==> config.mk <==
export PLATFORM = sky130hd
export DESIGN_NAME = note_attack
export DESIGN_NICKNAME = d
export VERILOG_FILES = /design/src/rtl/dynamics_pkg.sv /design/src/rtl/attack_step_timer.sv /design/src/rtl/note_attack.sv
export SDC_FILE = /design/constraint.sdc
export NUM_CORES = 1
export LEC_CHECK = 0
export ABC_AREA = 0
export BUFFER_PORTS_ARGS = -buffer_cell sky130_fd_sc_hd__buf_2
export CAP_MARGIN = 10
export CORE_ASPECT_RATIO = 1.1
export CORE_MARGIN = 2
export CORE_UTILIZATION = 40
export CTS_BUF_LIST = sky130_fd_sc_hd__clkbuf_2
export DETAILED_ROUTE_END_ITERATION = 8
export MAX_ROUTING_LAYER = met4
export SLEW_MARGIN = 20
export SYNTH_ARGS = -nofsm -noshare
export SYNTH_HDL_FRONTEND = slang
export SYNTH_SLANG_ARGS = --single-unit
==> constraint.sdc <==
create_clock -name clk -period 8.1 [get_ports clk]
set_clock_uncertainty 0.1 [all_clocks]
set_input_delay 0.405 -clock clk [delete_from_list [all_inputs] [get_ports clk]]
set_output_delay 0.405 -clock clk [all_outputs]
set_load 0.05 [all_outputs]
==> src/rtl/dynamics_pkg.sv <==
// Shared definitions for the note dynamics stages (attack and release).
package dynamics_pkg;

  localparam int SAMPLE_W   = 16;
  localparam int GAIN_W     = 4;
  localparam logic [GAIN_W-1:0] GAIN_FULL = 4'd8;
  localparam int GAIN_SHIFT = 3;

  typedef enum logic [1:0] {
    ST_IDLE    = 2'd0,
    ST_ATTACK  = 2'd1,
    ST_SUSTAIN = 2'd2
  } state_e;

endpackage

==> src/rtl/attack_step_timer.sv <==
// Step timer for the attack ramp: latches the step period on each new note
// and counts sample strobes, flagging the strobe that ends a step.
module attack_step_timer #(
  parameter int STEP_SHIFT = 0
) (
  input  logic       clk,
  input  logic       reset,
  input  logic       new_note,
  input  logic [5:0] note_duration,
  input  logic       step_en,
  output logic       step_tick
);

  // Wide enough for the largest period, 64 << STEP_SHIFT.
  localparam int CNT_W = 7 + STEP_SHIFT;

  logic [CNT_W-1:0] period_q, period_d;
  logic [CNT_W-1:0] step_cnt_q, step_cnt_d;
  logic             at_end;

  assign at_end    = (step_cnt_q == period_q - CNT_W'(1));
  assign step_tick = step_en && at_end;

  // Period latch and step counter; a new note restarts the count and wins over a strobe.
  always_comb begin
    period_d   = period_q;
    step_cnt_d = step_cnt_q;
    if (new_note) begin
      period_d   = (CNT_W'(note_duration) + CNT_W'(1)) << STEP_SHIFT;
      step_cnt_d = '0;
    end else if (step_en) begin
      step_cnt_d = at_end ? '0 : step_cnt_q + CNT_W'(1);
    end
  end

  // Timer registers; the period resets to 1 so it is never zero.
  always_ff @(posedge clk or negedge reset) begin
    if (!reset) begin
      period_q   <= CNT_W'(1);
      step_cnt_q <= '0;
    end else begin
      period_q   <= period_d;
      step_cnt_q <= step_cnt_d;
    end
  end

endmodule

==> src/rtl/note_attack.sv <==
// Attack-envelope shaper: ramps per-sample gain 0/8..8/8 after each new note,
// then holds unity gain until the next note.
//
//  state      | meaning
//  -----------+------------------------------------------------
//  ST_IDLE    | no note yet; level 0, strobes produce 0
//  ST_ATTACK  | ramping; level 0..7, steps on timer ticks
//  ST_SUSTAIN | level 8 (passthrough); waits for next new_note
module note_attack #(
  parameter int SAMPLE_W   = 16,
  parameter int STEP_SHIFT = 0
) (
  input  logic                       clk,
  input  logic                       reset,
  input  logic [5:0]                 note_duration,
  input  logic                       new_note,
  input  logic                       generate_next_sample,
  input  logic signed [SAMPLE_W-1:0] sample,
  output logic signed [SAMPLE_W-1:0] final_sample,
  output logic                       sample_valid,
  output logic                       attack_done
);

  import dynamics_pkg::*;

  localparam int PROD_W = SAMPLE_W + GAIN_W;

  state_e                     state_q, state_d;
  logic [GAIN_W-1:0]          level_q, level_d;
  logic [GAIN_W-1:0]          scale_level;
  logic                       step_en;
  logic                       step_tick;
  logic signed [PROD_W-1:0]   prod;
  logic signed [PROD_W-1:0]   prod_shift;
  logic signed [SAMPLE_W-1:0] final_sample_q, final_sample_d;
  logic                       sample_valid_q, sample_valid_d;
  logic                       attack_done_q, attack_done_d;

  // The counter only advances on strobes inside the ramp that are not overridden by a new note.
  assign step_en = generate_next_sample && !new_note && (state_q == ST_ATTACK);

  attack_step_timer #(
    .STEP_SHIFT (STEP_SHIFT)
  ) u_timer (
    .clk           (clk),
    .reset         (reset),
    .new_note      (new_note),
    .note_duration (note_duration),
    .step_en       (step_en),
    .step_tick     (step_tick)
  );

  // Next-state and level: new_note restarts the ramp from any state.
  always_comb begin
    state_d = state_q;
    level_d = level_q;
    if (new_note) begin
      state_d = ST_ATTACK;
      level_d = '0;
    end else begin
      case (state_q)
        ST_ATTACK: begin
          if (step_tick) begin
            level_d = level_q + 4'd1;
            if (level_d == GAIN_FULL) state_d = ST_SUSTAIN;
          end
        end
        default: ;
      endcase
    end
  end

  // Scale the strobed sample by the pre-increment level; a coincident new note scales by 0.
  always_comb begin
    scale_level    = new_note ? '0 : level_q;
    prod           = PROD_W'(sample) * PROD_W'($signed({1'b0, scale_level}));
    prod_shift     = prod >>> GAIN_SHIFT;
    final_sample_d = generate_next_sample ? SAMPLE_W'(prod_shift) : final_sample_q;
    sample_valid_d = generate_next_sample;
    attack_done_d  = (state_d == ST_SUSTAIN);
  end

  // State, level and output registers.
  always_ff @(posedge clk or negedge reset) begin
    if (!reset) begin
      state_q        <= ST_IDLE;
      level_q        <= '0;
      final_sample_q <= '0;
      sample_valid_q <= 1'b0;
      attack_done_q  <= 1'b0;
    end else begin
      state_q        <= state_d;
      level_q        <= level_d;
      final_sample_q <= final_sample_d;
      sample_valid_q <= sample_valid_d;
      attack_done_q  <= attack_done_d;
    end
  end

  assign final_sample = final_sample_q;
  assign sample_valid = sample_valid_q;
  assign attack_done  = attack_done_q;

endmodule
After elaboration in Yosys (flattened, before gate mapping)
Cells that the tools add are included.
{ "word_totals": {"wordCells": 35, "out_inout_bits": 18, "reg_bits": 38, "inputBits": 26} }
{ "op_classes": {"n_reduce_logical": 8, "n_mux": 11, "addsub": 4, "multipliers": 1, "eq_ne": 4} }
{ "op_table": {"columns": ["cell", "count"], "rows": [
  ["7-bit 2-to-1 mux", 3],
  ["16-bit by 5-bit multiplier with 19-bit output", 1],
  ["4-bit 2-to-1 mux", 4],
  ["2-bit 2-to-1 mux", 4],
  ["6-bit by 1-bit adder with 7-bit output, second input constant", 1],
  ["7-bit by 1-bit adder with 7-bit output, second input constant", 1],
  ["7-bit == test", 1],
  ["7-bit by 1-bit subtractor with 7-bit output, second input constant", 1],
  ["2-bit nonzero test", 3],
  ["4-bit by 1-bit adder with 4-bit output, second input constant", 1],
  ["4-bit == test, second input constant", 1],
  ["1-bit logical AND", 3],
  ["2-bit by 1-bit == test with 1-bit output, second input constant", 1],
  ["2-bit == test, second input constant", 1],
  ["2-bit AND reduction", 1],
  ["1-bit logical NOT", 1]
]} }

Logic depth before layout (Yosys ltp)
Gate-level depths: netlist (run 1).
{ "logic_depth": {"ltp_word": 8, "mapped_depth": 16, "ltp_nobuf": 14} }

Cells and area by module
A second synthesis (run 1) with hierarchy kept.
{ "hier_totals": {"hier_cells": 450, "hier_area_um2": 4108.9} }
{ "by_module_without_submodules": {"columns": ["mod", "cells_each", "area_each_um2", "instances", "seq_area_each_um2"], "rows": [
  ["note_attack", 349, 3144.3, 1, 600.6],
  ["attack_step_timer", 101, 964.7, 1, 351.6]
]} }

Worst setup path before layout (run 1)
OpenSTA, ideal clock, no wires.
{ "synth_path": {"path_kind": "input-to-reg", "from": "in new_note", "to": "reg final_sample_q[10], in the netlist final_sample[10]", "setup_ns": 0.125, "slack_ns": 3.908, "stages": 16, "arrival_time_ns": 3.968, "required_ns": 7.875, "path_buffers": 2, "cell_sequence": "buf_6 > nor2b_1 > clkbuf_1 > and2_1 > ha_1 > fa_1 > inv_1 > fa_1 > inv_1 > ha_1 > a21oi_1 > nor3_1 > a2111oi_2 > nand2_1 > xor2_1 > mux2_2"} }
{ "synth_between": {"elab_chain_cells": 2} }
{ "synth_rtl": {"columns": ["item", "line_no", "source"], "rows": [
  ["from (decl)", "note_attack.sv:16", "input logic new_note,"],
  ["4-bit 2-to-1 mux", "note_attack.sv:75", "scale_level = new_note ? '0 : level_q;"],
  ["16-bit by 5-bit multiplier with 19-bit output", "note_attack.sv:76", "prod = PROD_W'(sample) * PROD_W'($signed({1'b0, scale_level}));"],
  ["to (signal assigned)", "note_attack.sv:94", "final_sample_q <= final_sample_d;"],
  ["to (decl)", "note_attack.sv:35", "logic signed [SAMPLE_W-1:0] final_sample_q, final_sample_d;"]
]} }
No other way between the ends.
A chain may end at the register's enable or synchronous reset.

Final worst setup path (run 1)
{ "layout_path": {"from": "reg level_q[2]", "to": "reg final_sample_q[10], in the netlist final_sample[10]"} }
{ "layout_between": {"elab_chain_cells": 2} }
{ "layout_rtl": {"columns": ["item", "line_no", "source"], "rows": [
  ["from (decl)", "note_attack.sv:29", "logic [GAIN_W-1:0] level_q, level_d;"],
  ["from (signal assigned)", "note_attack.sv:93", "level_q <= level_d;"],
  ["4-bit 2-to-1 mux", "note_attack.sv:75", null],
  ["16-bit by 5-bit multiplier with 19-bit output", "note_attack.sv:76", null]
]} }
No other way between the ends.

==> key figures, run 1 <==
Outcome
  – Status: finished, final reports clean

Timing
  – Fin. Hold Viols: 0
  – Worst-Margin Slew: 1.06 ns
  – Fin crit period: 4.75 ns
  – Setup violations, final: 0
  – Worst hold slack: 0.00172 ns
  – Slew margin rel.: 29.0%
  – Setup TNS: 0 ns
  – Worst setup margin: 3.35 ns
  – Top achievable clock speed: 211 MHz
  – Setup repair after global routing missed its margin: no
  – Final-report max-slew violation count: 0
  – Period utilization: 58.6%

CTS
  – Gates resized, CTS repair: 0
  – Number of buffers inserted during clock tree synthesis: 5
  – CTS tree: yes
  – Post-CTS clock slew at the launch and capture registers of the worst setup and hold paths: 0.19 ns
  – H-tree lvl count: 2
  – Clk Tree Root Cell: clkbuf_2
  – Clock net sink count: 38
  – Total of hold buffers inserted after clock tree synthesis: 0
  – Post-CTS Setup Inserts: 0
  – Maximum count of clock buffers along a single path: 2
  – Skew-Pair Late Insertion Delay: 0.37 ns

Pwr
  – Pwr Density: 76.7 nW/µm²
  – Worst supply voltage drop on vdd: 0.0894 mV
  – Static power due to leakage: 2.33 nW

Worst setup path
  – Worst EP required: 8.28 ns
  – Critical Path End Type: flip-flop
  – Peak fanout along the critical path: 17
  – Data arrival time of the worst path: 4.93 ns
  – Critical path origin: level_q[2]$_DFFE_PN0P_
  – CP Cell Sequence: nor2b_1 -> and2_1 -> ha_1 -> fa_1 -> inv_1 -> fa_1 -> inv_1 -> ha_1 -> a21oi_1 -> nor3_1 -> a2111oi_2 -> nand2_1 -> xor2_1 -> mux2_2
  – CP max-delay cell: nor2b_1
  – Delay contributed by the slowest stage of the critical path: 0.82 ns
  – Setup slack of the most critical reg-to-reg path: 3.35 ns
  – RR Endpoint: final_sample[10]$_DFFE_PN0P_
  – FF-to-FF Start: level_q[2]$_DFFE_PN0P_
  – Worst Path Buf+Inv: 2
  – Kind of start point of the critical path: flip-flop
  – Cell depth of the worst flop-to-flop path: 14
  – Setup Crit Path Kind: flip-flop to flip-flop
  – Dominant delay contributor by cell family on the critical path: adder cells

Synthesis
  – Area share of fa/ha/maj cells after synthesis: 25.8%
  – Net count after synthesis: 553
  – Number of synthesized register bits: 38
  – Warnings from Yosys: 0
  – Proportion of register bits with asynchronous set or reset after synthesis: 100%
  – Synthesized area per cell: 8.96 µm²
  – Area fraction in compound gates after synthesis: 12.1%
  – Post-synth EDFFs: 0
  – Proportion of synthesized chip area in sequential cells: 23.1%
  – Combinational family with the most area after synthesis: adder cells
  – Cell variety after synth: 61
  – Most frequently used flop master after synthesis: dfrtp_1
  – Multiplexer fraction of the synthesized cell area: 3.22%
  – Simple-Gate Fraction of Synth Area: 20.6%
  – Netlist area before placement: 4120 µm²
  – Xor and xnor fraction of the mapped netlist area: 7.23%
  – Number of cells produced by synthesis: 460

Finish
  – Total Nets Final: 590
  – Commonest non-fill, non-tap cells in the layout: 67 x inv_1, 48 x and2_1, 43 x buf_2
  – Commonest non-fill, non-tap cell in the layout: inv_1
  – Diodes inserted: 0
  – Layout cell share with drive strength beyond 1: 15.3%
  – Filler instances: 1002
  – Flip-flop and latch area: 952 µm²
  – Total area of multi-input combinational cells: 2840 µm²
  – Relative area change from synthesis to final layout: 7.99%
  – Final core utilization: 44.8%

Place
  – PortBufs: 43
  – Final estimated routing congestion in global placement: 0.828
  – Dpl ws: 3.06 ns
  – Hpwl dp: 7.06 mm

Detailed routing
  – Total via count in the routed design: 3177
  – Routed via count divided by cell count: 5.14
  – Drt initial violations: 117
  – WL/cell: 13.7 µm
  – Antenna Violating Nets Remaining: 0
  – Wire length after detailed routing: 8.45 mm
  – Drt pass-1 iters: 4
  – Final routed DRC violation total: 0

Global route
  – Vias in the first global route: 3155
  – GR Overflow Total: 0
  – GRT Overall Usage: 16.5%
  – Largest net degree at the start of global routing: 39
  – First-pass GRT wire length: 14.6 mm
  – Initial antenna violation count: 0

Floorplan
  – Boundary pin count: 44
  – Vertical die dimension: 110 µm
  – Area of the placeable core: 9940 µm²
  – Chip width: 101 µm
  – Die area: 11100 µm²
  – Starting utilization of the core area: 41.5%
  – Number of placement rows: 38

Job
  – Max-capacitance violation count: 0

Min path
  – Worst min-delay path category: input port to async pin
worst max-delay path by stage:
stage | cells past startpoint | to
3_5_place_dp | 15 | final_sample[10]$_DFFE_PN0P_
3_3_place_gp | 15 | final_sample[10]$_DFFE_PN0P_
4_1_cts | 14 | final_sample[10]$_DFFE_PN0P_
2_1_floorplan | 16 | final_sample[10]$_DFFE_PN0P_
6_report | 14 | final_sample[10]$_DFFE_PN0P_
5_1_grt | 14 | final_sample[12]$_DFFE_PN0P_
routing by layer:
metal	part of all wire (%)	GRT usage (%)	wire length, µm	vias up
met2	50	27.9	4210	45
met3	2.9	2.15	243	4
met5	0	-	0	-
met4	0.67	3.11	57	0
li1	-	-	-	1589
met1	47	21.3	3950	1539
power breakdown:
group	switching [W]	total (W)	internal, W
Sequential	0.00000680	0.000202	0.000196
Combinational	0.0000331	0.0000544	0.0000214
Clock	0.0000612	0.0000844	0.0000232
layout make-up:
type	instances	area share, %
inverter	67	5.65
clock buffer	7	0.787
multi-input combinational	342	63.9
clock inverter	1	0.0844
timing repair buffer	43	4.84
tap	120	3.37
sequential	38	21.4
flip-flops by register name, indices dropped and copies added, names as in the netlist:
| name | flops |
|---|---|
| state_q | 2 |
| u_timer.period_q | 7 |
| final_sample | 16 |
| level_q | 4 |
| attack_done | 1 |
| u_timer.step_cnt_q | 7 |
| sample_valid | 1 |
cells by family after synthesis:
group	Yosys count
adder cells (fa/ha/maj)	67
flip-flops	38
XOR/XNOR	30
multiplexers	12
buffers and inverters	80
AO/OA/AOI/OAI	75
AND/OR/NAND/NOR	158
worst reg2reg max path, cell delays in order (launching register included):
cell and delay (ns):
dfrtp_1 0.45, nor2b_1 0.82, and2_1 0.24, ha_1 0.26, fa_1 0.55, inv_1 0.06, fa_1 0.53, inv_1 0.04
ha_1 0.36, a21oi_1 0.26, nor3_1 0.09, a2111oi_2 0.38, nand2_1 0.12, xor2_1 0.16, mux2_2 0.26
Yosys cell counts, types with 4 or more instances:
master	instances	area [µm²]
nand2_1	42	158
nor2_1	20	75.1
xor2_1	9	78.8
nor3_1	5	25.0
clkbuf_1	9	33.8
o21ai_0	12	60.1
o21a_1	4	30.0
nor2b_1	6	37.5
and2_1	48	300
fa_1	30	601
dfrtp_1	37	926
a21oi_1	24	120
nand3_1	13	65.1
and3_1	4	25.0
xnor2_1	18	158
mux2_2	9	101
ha_1	37	463
inv_1	67	251
a21o_1	4	30.0
through the flow:
step                instances  power, W  area, µm²
floorplan                 460  0.000242       4120
CTS                       618  0.000345       4450
detailed placement        610  0.000261       4410
finish                    618  0.000341       4450
global placement          610  0.000259       4410
global route              618  0.000361       4450
No activity file was read; power rests on OpenSTA's default activity.
==> inputs of run 2 (changes only) <==
==> constraint.sdc (replaced) <==
create_clock -name clk -period 4.7 [get_ports clk]
set_clock_uncertainty 0.1 [all_clocks]
set_input_delay 0.235 -clock clk [delete_from_list [all_inputs] [get_ports clk]]
set_output_delay 0.235 -clock clk [all_outputs]
set_load 0.05 [all_outputs]
==> run 2 against run 1 <==
Non-clock buffer count rose by 9. Sequential cell count did not move. Critical path depth did not move. Clock-buffer cell count is 2 lower. Largest power group unchanged.
==> key figures, run 2 (synthesis gave the netlist of run 1 again) <==
Outcome
  – Status: finished, final reports clean (unchanged)

Worst setup path
  – Cell depth of the worst flop-to-flop path: 14 (unchanged)
  – Worst Path Buf+Inv: 2 (unchanged)
  – Crit path depth: 14 (unchanged)
  – Critical Path End Type: flip-flop (unchanged)
  – Kind of start point of the critical path: flip-flop (unchanged)
  – CP max-delay cell: fa_1 (was nor2b_1)
  – Peak fanout along the critical path: 17 (unchanged)
  – Dominant delay contributor by cell family on the critical path: adder cells (unchanged)
  – Data arrival time of the worst path: 4.44 ns (was 4.93 ns)
  – Setup Crit Path Kind: flip-flop to flip-flop (unchanged)
  – Delay contributed by the slowest stage of the critical path: 0.54 ns (was 0.82 ns)
  – CP Cell Sequence: nor2b_4 -> and2_1 -> ha_1 -> fa_1 -> inv_1 -> fa_1 -> inv_1 -> ha_1 -> a21oi_1 -> nor2_1 -> a2111oi_2 -> nand2_1 -> xor2_1 -> mux2_2 (was nor2b_1 -> and2_1 -> ha_1 -> fa_1 -> inv_1 -> fa_1 -> inv_1 -> ha_1 -> a21oi_1 -> nor3_1 -> a2111oi_2 -> nand2_1 -> xor2_1 -> mux2_2)
  – Worst EP required: 4.89 ns (was 8.28 ns)

Pwr
  – Clock share of power: 24.7% (about the same)
  – Sequential group share of total power: 58.8% (was 59.3%)
  – Switching portion of total power: 30.6% (was 29.6%)
  – Static power due to leakage: 2.37 nW (was 2.33 nW)
  – Sw Pwr: 0.000182 W (was 0.000101 W)
  – Worst supply voltage drop on vdd: 0.144 mV (was 0.0894 mV)
  – Int Power: 0.000412 W (was 0.000240 W)
  – Total power after layout: 0.000593 W (was 0.000341 W)
  – Part of the total power dissipated in combinational logic: 16.5% (was 16.0%)
  – Pwr Density: 130 nW/µm² (was 76.7 nW/µm²)

Timing
  – Setup TNS: 0 ns (unchanged)
  – Period utilization: 90.4% (was 58.6%)
  – Fin. Hold Viols: 0 (unchanged)
  – Setup violations, final: 0 (unchanged)
  – Final-report max-slew violation count: 0 (unchanged)
  – Slew margin rel.: 43.1% (was 29.0%)
  – Fin crit period: 4.25 ns (was 4.75 ns)
  – Worst-Margin Slew: 0.854 ns (was 1.06 ns)
  – Top achievable clock speed: 235 MHz (was 211 MHz)
  – Setup repair after global routing missed its margin: no (unchanged)

Detailed routing
  – Final routed DRC violation total: 0 (unchanged)
  – WL/cell: 13.3 µm (was 13.7 µm)
  – Drt initial violations: 137 (was 117)
  – Wire length after detailed routing: 8.32 mm (was 8.45 mm)
  – Routed via count divided by cell count: 5.17 (was 5.14)
  – Total via count in the routed design: 3242 (was 3177)
  – Drt pass-1 iters: 4 (unchanged)
  – Antenna Violating Nets Remaining: 0 (unchanged)

CTS
  – H-tree lvl count: 2 (unchanged)
  – Clk Tree Root Cell: clkbuf_2 (unchanged)
  – CTS tree: yes (unchanged)
  – Post-CTS clock slew at the launch and capture registers of the worst setup and hold paths: 0.21 ns (was 0.19 ns)
  – Skew-Pair Late Insertion Delay: 0.38 ns (was 0.37 ns)
  – Post-CTS Setup Inserts: 0 (unchanged)
  – Number of buffers inserted during clock tree synthesis: 5 (unchanged)
  – Maximum count of clock buffers along a single path: 2 (unchanged)
  – Clock net sink count: 38 (unchanged)

Finish
  – Commonest non-fill, non-tap cells in the layout: 67 x inv_1, 48 x and2_1, 43 x buf_2 (unchanged)
  – Diodes inserted: 0 (unchanged)
  – Relative area change from synthesis to final layout: 10.4% (was 7.99%)
  – Commonest non-fill, non-tap cell in the layout: inv_1 (unchanged)
  – Total Nets Final: 599 (was 590)
  – Layout cell share with drive strength beyond 1: 16.0% (was 15.3%)
  – Max reg flops: 16 (unchanged)

Min path
  – Worst min-delay path category: input port to flip-flop (was input port to async pin)
  – Hold Path Stages: 3

Job
  – Max-capacitance violation count: 0 (unchanged)

Global route
  – GR Overflow Total: 0 (unchanged)
  – First-pass GRT wire length: 14.7 mm (was 14.6 mm)
  – Vias in the first global route: 3201 (was 3155)
  – GRT Overall Usage: 16.4% (was 16.5%)
  – Largest net degree at the start of global routing: 39 (unchanged)
  – Initial antenna violation count: 0 (unchanged)

Floorplan
  – Starting utilization of the core area: 41.5% (unchanged)
  – Die area: 11100 µm² (unchanged)
  – Area of the placeable core: 9940 µm² (unchanged)
  – Number of placement rows: 38 (unchanged)
  – Vertical die dimension: 110 µm (unchanged)
  – Boundary pin count: 44 (unchanged)
  – Chip width: 101 µm (unchanged)

Place
  – Hpwl dp: 6.85 mm (was 7.06 mm)
  – Final estimated routing congestion in global placement: 0.826 (was 0.828)
  – PortBufs: 43 (unchanged)
==> run 2: cell count changes in the layout (fill, tap and decap cells not counted), sizes merged <==
cell         previous run  this run
dlygate4sd3             0         6
buf                    43        46
clkbuf                  7         5
clkinv                  1         2
clkinvlp                0         1
==> run 2: power groups by stage <==
stage	clock network (W)	registers (W)	logic [W]
after floorplan	0	0.000358	0.0000589
after global placement	0	0.000354	0.0000934
after detailed placement	0	0.000355	0.0000951
after CTS	0.000156	0.000349	0.0000990
after global routing	0.000168	0.000351	0.000110
final	0.000147	0.000349	0.0000979
==> run 2: layout make-up <==
cell class                      count  area (µm²)
Inverter                           67         251
Tap cell                          120         150
Timing Repair Buffer               52         298
Clock inverter                      3        16.3
Sequential cell                    38         952
Multi-Input combinational cell    342        2860
Fill cell                        1014        5390
Clock buffer                        5        25.0
==> run 2: metrics by stage <==
| step | worst slack, ns | cell area (µm²) | hold WS, ns | utilization (%) | std cells |
|---|---|---|---|---|---|
| floorplan | 0.606 | 4120 | -0.161 | - | 460 |
| global placement | 0.0667 | 4430 | 0.297 | 44.6 | 613 |
| detailed placement | 0.0533 | 4430 | 0.304 | 44.6 | 613 |
| CTS | 0.0196 | 4530 | 0.0368 | 45.6 | 627 |
| global route | 0.0757 | 4550 | 0.0332 | 45.8 | 627 |
| finish | 0.451 | 4550 | 0.0727 | 45.8 | 627 |
==> run 2: per-layer routing <==
metal / track usage [%] / part of all wire, % / wire length, µm
met2: 26.6 / 49 / 4040
met3: 2.28 / 3.7 / 311
met5: - / 0 / 0
met1: 22.1 / 47 / 3910
met4: 3.01 / 0.64 / 53
==> run 2: final timing paths <==
kind,endpoint,slack [ns],startpoint
setup / recovery,final_sample[10]$_DFFE_PN0P_,0.45,level_q[2]$_DFFE_PN0P_
hold / removal,u_timer.period_q[3]$_DFFE_PN0P_,0.07,note_duration[3]
setup reg to reg,final_sample[10]$_DFFE_PN0P_,0.45,level_q[2]$_DFFE_PN0P_
hold reg to reg,final_sample[13]$_DFFE_PN0P_,0.43,final_sample[13]$_DFFE_PN0P_
max in group asynchronous,final_sample[3]$_DFFE_PN0P_,3.60,reset
min in group asynchronous,u_timer.period_q[6]$_DFFE_PN0P_,0.35,reset
==> run 2: what timing repair did <==
action,CTS,global route
setup endpoints to repair,0,10
endpoints found under the hold margin,42,0
hold buffers,6,0
resized for setup,0,4
==> run 2: worst register-to-register path, stage by stage, from the launching register on <==
cell	delay, ns
dfrtp_1	0.47
nor2b_4	0.34
and2_1	0.18
ha_1	0.24
fa_1	0.54
inv_1	0.06
fa_1	0.53
inv_1	0.04
ha_1	0.34
a21oi_1	0.27
nor2_1	0.10
a2111oi_2	0.43
nand2_1	0.12
xor2_1	0.15
mux2_2	0.26
==> inputs of run 3 (changes only) <==
--- a/config.mk
+++ b/config.mk
@@ -11,7 +11,6 @@
 export CORE_ASPECT_RATIO = 1.1
 export CORE_MARGIN = 2
 export CORE_UTILIZATION = 40
-export CTS_BUF_LIST = sky130_fd_sc_hd__clkbuf_2
 export DETAILED_ROUTE_END_ITERATION = 8
 export MAX_ROUTING_LAYER = met4
 export SLEW_MARGIN = 20
==> run 3 against run 2 <==
Sequential share of layout area about the same. Cell count decreased by 0.80%. Global-route usage decreased by 0.12 points. Largest power group unchanged.
==> key figures, run 3 (synthesis gave the netlist of run 1 again) <==
Detailed routing
  – WL/cell: 13.3 µm (about the same)
  – Antenna Violating Nets Remaining: 0 (unchanged)
  – Drt initial violations: 112 (was 137)
  – Total via count in the routed design: 3220 (was 3242)
  – Final routed DRC violation total: 0 (unchanged)
  – Wire length after detailed routing: 8.25 mm (was 8.32 mm)
  – Routed via count divided by cell count: 5.18 (was 5.17)
  – Drt pass-1 iters: 4 (unchanged)

CTS
  – Skew-Pair Late Insertion Delay: 0.29 ns (was 0.38 ns)
  – Clock net sink count: 38 (unchanged)
  – Maximum count of clock buffers along a single path: 2 (unchanged)
  – CTS tree: yes (unchanged)
  – Post-CTS Setup Inserts: 0 (unchanged)
  – Number of buffers inserted during clock tree synthesis: 5 (unchanged)
  – Clk Tree Root Cell: clkbuf_8 (was clkbuf_2)
  – H-tree lvl count: 2 (unchanged)
  – Post-CTS clock slew at the launch and capture registers of the worst setup and hold paths: 0.08 ns (was 0.21 ns)

Floorplan
  – Area of the placeable core: 9940 µm² (unchanged)
  – Vertical die dimension: 110 µm (unchanged)
  – Chip width: 101 µm (unchanged)
  – Starting utilization of the core area: 41.5% (unchanged)
  – Boundary pin count: 44 (unchanged)
  – Die area: 11100 µm² (unchanged)
  – Number of placement rows: 38 (unchanged)

Worst setup path
  – Kind of start point of the critical path: flip-flop (unchanged)
  – Peak fanout along the critical path: 16 (was 17)
  – Setup Crit Path Kind: flip-flop to flip-flop (unchanged)
  – Data arrival time of the worst path: 4.31 ns (was 4.44 ns)
  – Worst EP required: 4.77 ns (was 4.89 ns)
  – Critical Path End Type: flip-flop (unchanged)

Pwr
  – Static power due to leakage: 2.37 nW (about the same)
  – Pwr Density: 149 nW/µm² (was 130 nW/µm²)
  – Worst supply voltage drop on vdd: 0.188 mV (was 0.144 mV)
  – Total power after layout: 0.000678 W (was 0.000593 W)

Finish
  – Diodes inserted: 0 (unchanged)
  – Commonest non-fill, non-tap cell in the layout: inv_1 (unchanged)
  – Total Nets Final: 594 (was 599)
  – Max reg flops: 16 (unchanged)
  – Final core utilization: 45.8% (about the same)
  – Filler-free cell count of the finished design: 622 (was 627)
  – Layout cell share with drive strength beyond 1: 16.3% (was 16.0%)
  – Relative area change from synthesis to final layout: 10.5% (was 10.4%)
  – Commonest non-fill, non-tap cells in the layout: 67 x inv_1, 48 x and2_1, 43 x buf_2 (unchanged)

Timing
  – Setup violations, final: 0 (unchanged)
  – Fin. Hold Viols: 0 (unchanged)
  – Worst-Margin Slew: 0.859 ns (was 0.854 ns)
  – Slew margin rel.: 42.8% (was 43.1%)
  – Period utilization: 90.1% (was 90.4%)
  – Top achievable clock speed: 236 MHz (was 235 MHz)
  – Setup repair after global routing missed its margin: no (unchanged)
  – Final-report max-slew violation count: 0 (unchanged)
  – Setup TNS: 0 ns (unchanged)
  – Fin crit period: 4.24 ns (was 4.25 ns)

Min path
  – Worst min-delay path category: input port to flip-flop (unchanged)

Global route
  – GRT Overall Usage: 16.3% (was 16.4%)
  – Largest net degree at the start of global routing: 39 (unchanged)
  – Vias in the first global route: 3154 (was 3201)
  – GR Overflow Total: 0 (unchanged)
  – Initial antenna violation count: 0 (unchanged)
  – First-pass GRT wire length: 14.6 mm (was 14.7 mm)

Job
  – Max-capacitance violation count: 0 (unchanged)

Outcome
  – Status: finished, final reports clean (unchanged)

Place
  – Placed cell count: 613 (unchanged)
  – Final estimated routing congestion in global placement: 0.826 (unchanged)
  – Hpwl dp: 6.85 mm (unchanged)
  – PortBufs: 43 (unchanged)
run 3: timing repair:
| action | 4_1_cts | 5_1_grt |
|---|---|---|
| hold endpoints to repair | 24 | 0 |
| resized for setup | 0 | 4 |
| hold buffers | 1 | 0 |
| endpoints found under the setup margin | 0 | 10 |
run 3: path summary, 6_finish.rpt:
| kind | from | endpoint | slack, ns | cells after the start |
|---|---|---|---|---|
| max | level_q[3]$_DFFE_PN0P_ | final_sample[10]$_DFFE_PN0P_ | 0.46 | 14 |
| min | note_duration[0] | u_timer.period_q[0]$_DFFE_PN1P_ | 0.01 | 2 |
| max reg2reg | level_q[3]$_DFFE_PN0P_ | final_sample[10]$_DFFE_PN0P_ | 0.46 | 14 |
| min reg2reg | final_sample[13]$_DFFE_PN0P_ | final_sample[13]$_DFFE_PN0P_ | 0.40 | 2 |
| max in group asynchronous | reset | final_sample[13]$_DFFE_PN0P_ | 3.47 | 2 |
| min in group asynchronous | reset | u_timer.period_q[6]$_DFFE_PN0P_ | 0.48 | 2 |
run 3: area by class of cell:
cell class	instances	area, µm²
flip-flops and latches	38	952
fillers	1007	5380
inverters	67	251
multi-input cells	342	2860
clock inverters	2	12.5
clock buffers	6	82.6
well taps	120	150
repair buffers	47	248
run 3: metrics by stage:
stage	area, µm²	setup WS [ns]	hold slack (ns)
3_5_place_dp	4430	0.0533	0.304
5_1_grt	4550	0.0943	0.0154
3_3_place_gp	4430	0.0667	0.297
4_1_cts	4540	0.0259	0.00653
6_report	4550	0.463	0.0112
2_1_floorplan	4120	0.606	-0.161
run 3: report_power, final:
| group | internal, W | leakage, nW | switching [W] |
|---|---|---|---|
| Sequential | 0.000337 | 0.502 | 0.0000117 |
| Clock | 0.000118 | 0.0472 | 0.000117 |
| Combinational | 0.0000378 | 1.82 | 0.0000569 |
| Total | 0.000492 | 2.37 | 0.000186 |
run 3: per-layer routing:
layer	up-vias	track usage (%)	wire length (µm)
met5	-	-	0
met4	0	2.74	63
met3	6	2.28	224
met2	55	26.4	3950
met1	1559	22.0	4010
li1	1600	-	-
run 3: critical path: stages (launching register included):
cell       delay (ns)
dfrtp_1          0.42
nor2b_4          0.35
and2_1           0.18
ha_1             0.24
fa_1             0.54
inv_1            0.06
fa_1             0.53
inv_1            0.04
ha_1             0.34
a21oi_1          0.26
nor2_1           0.10
a2111oi_2        0.43
nand2_1          0.12
xor2_1           0.15
mux2_2           0.26
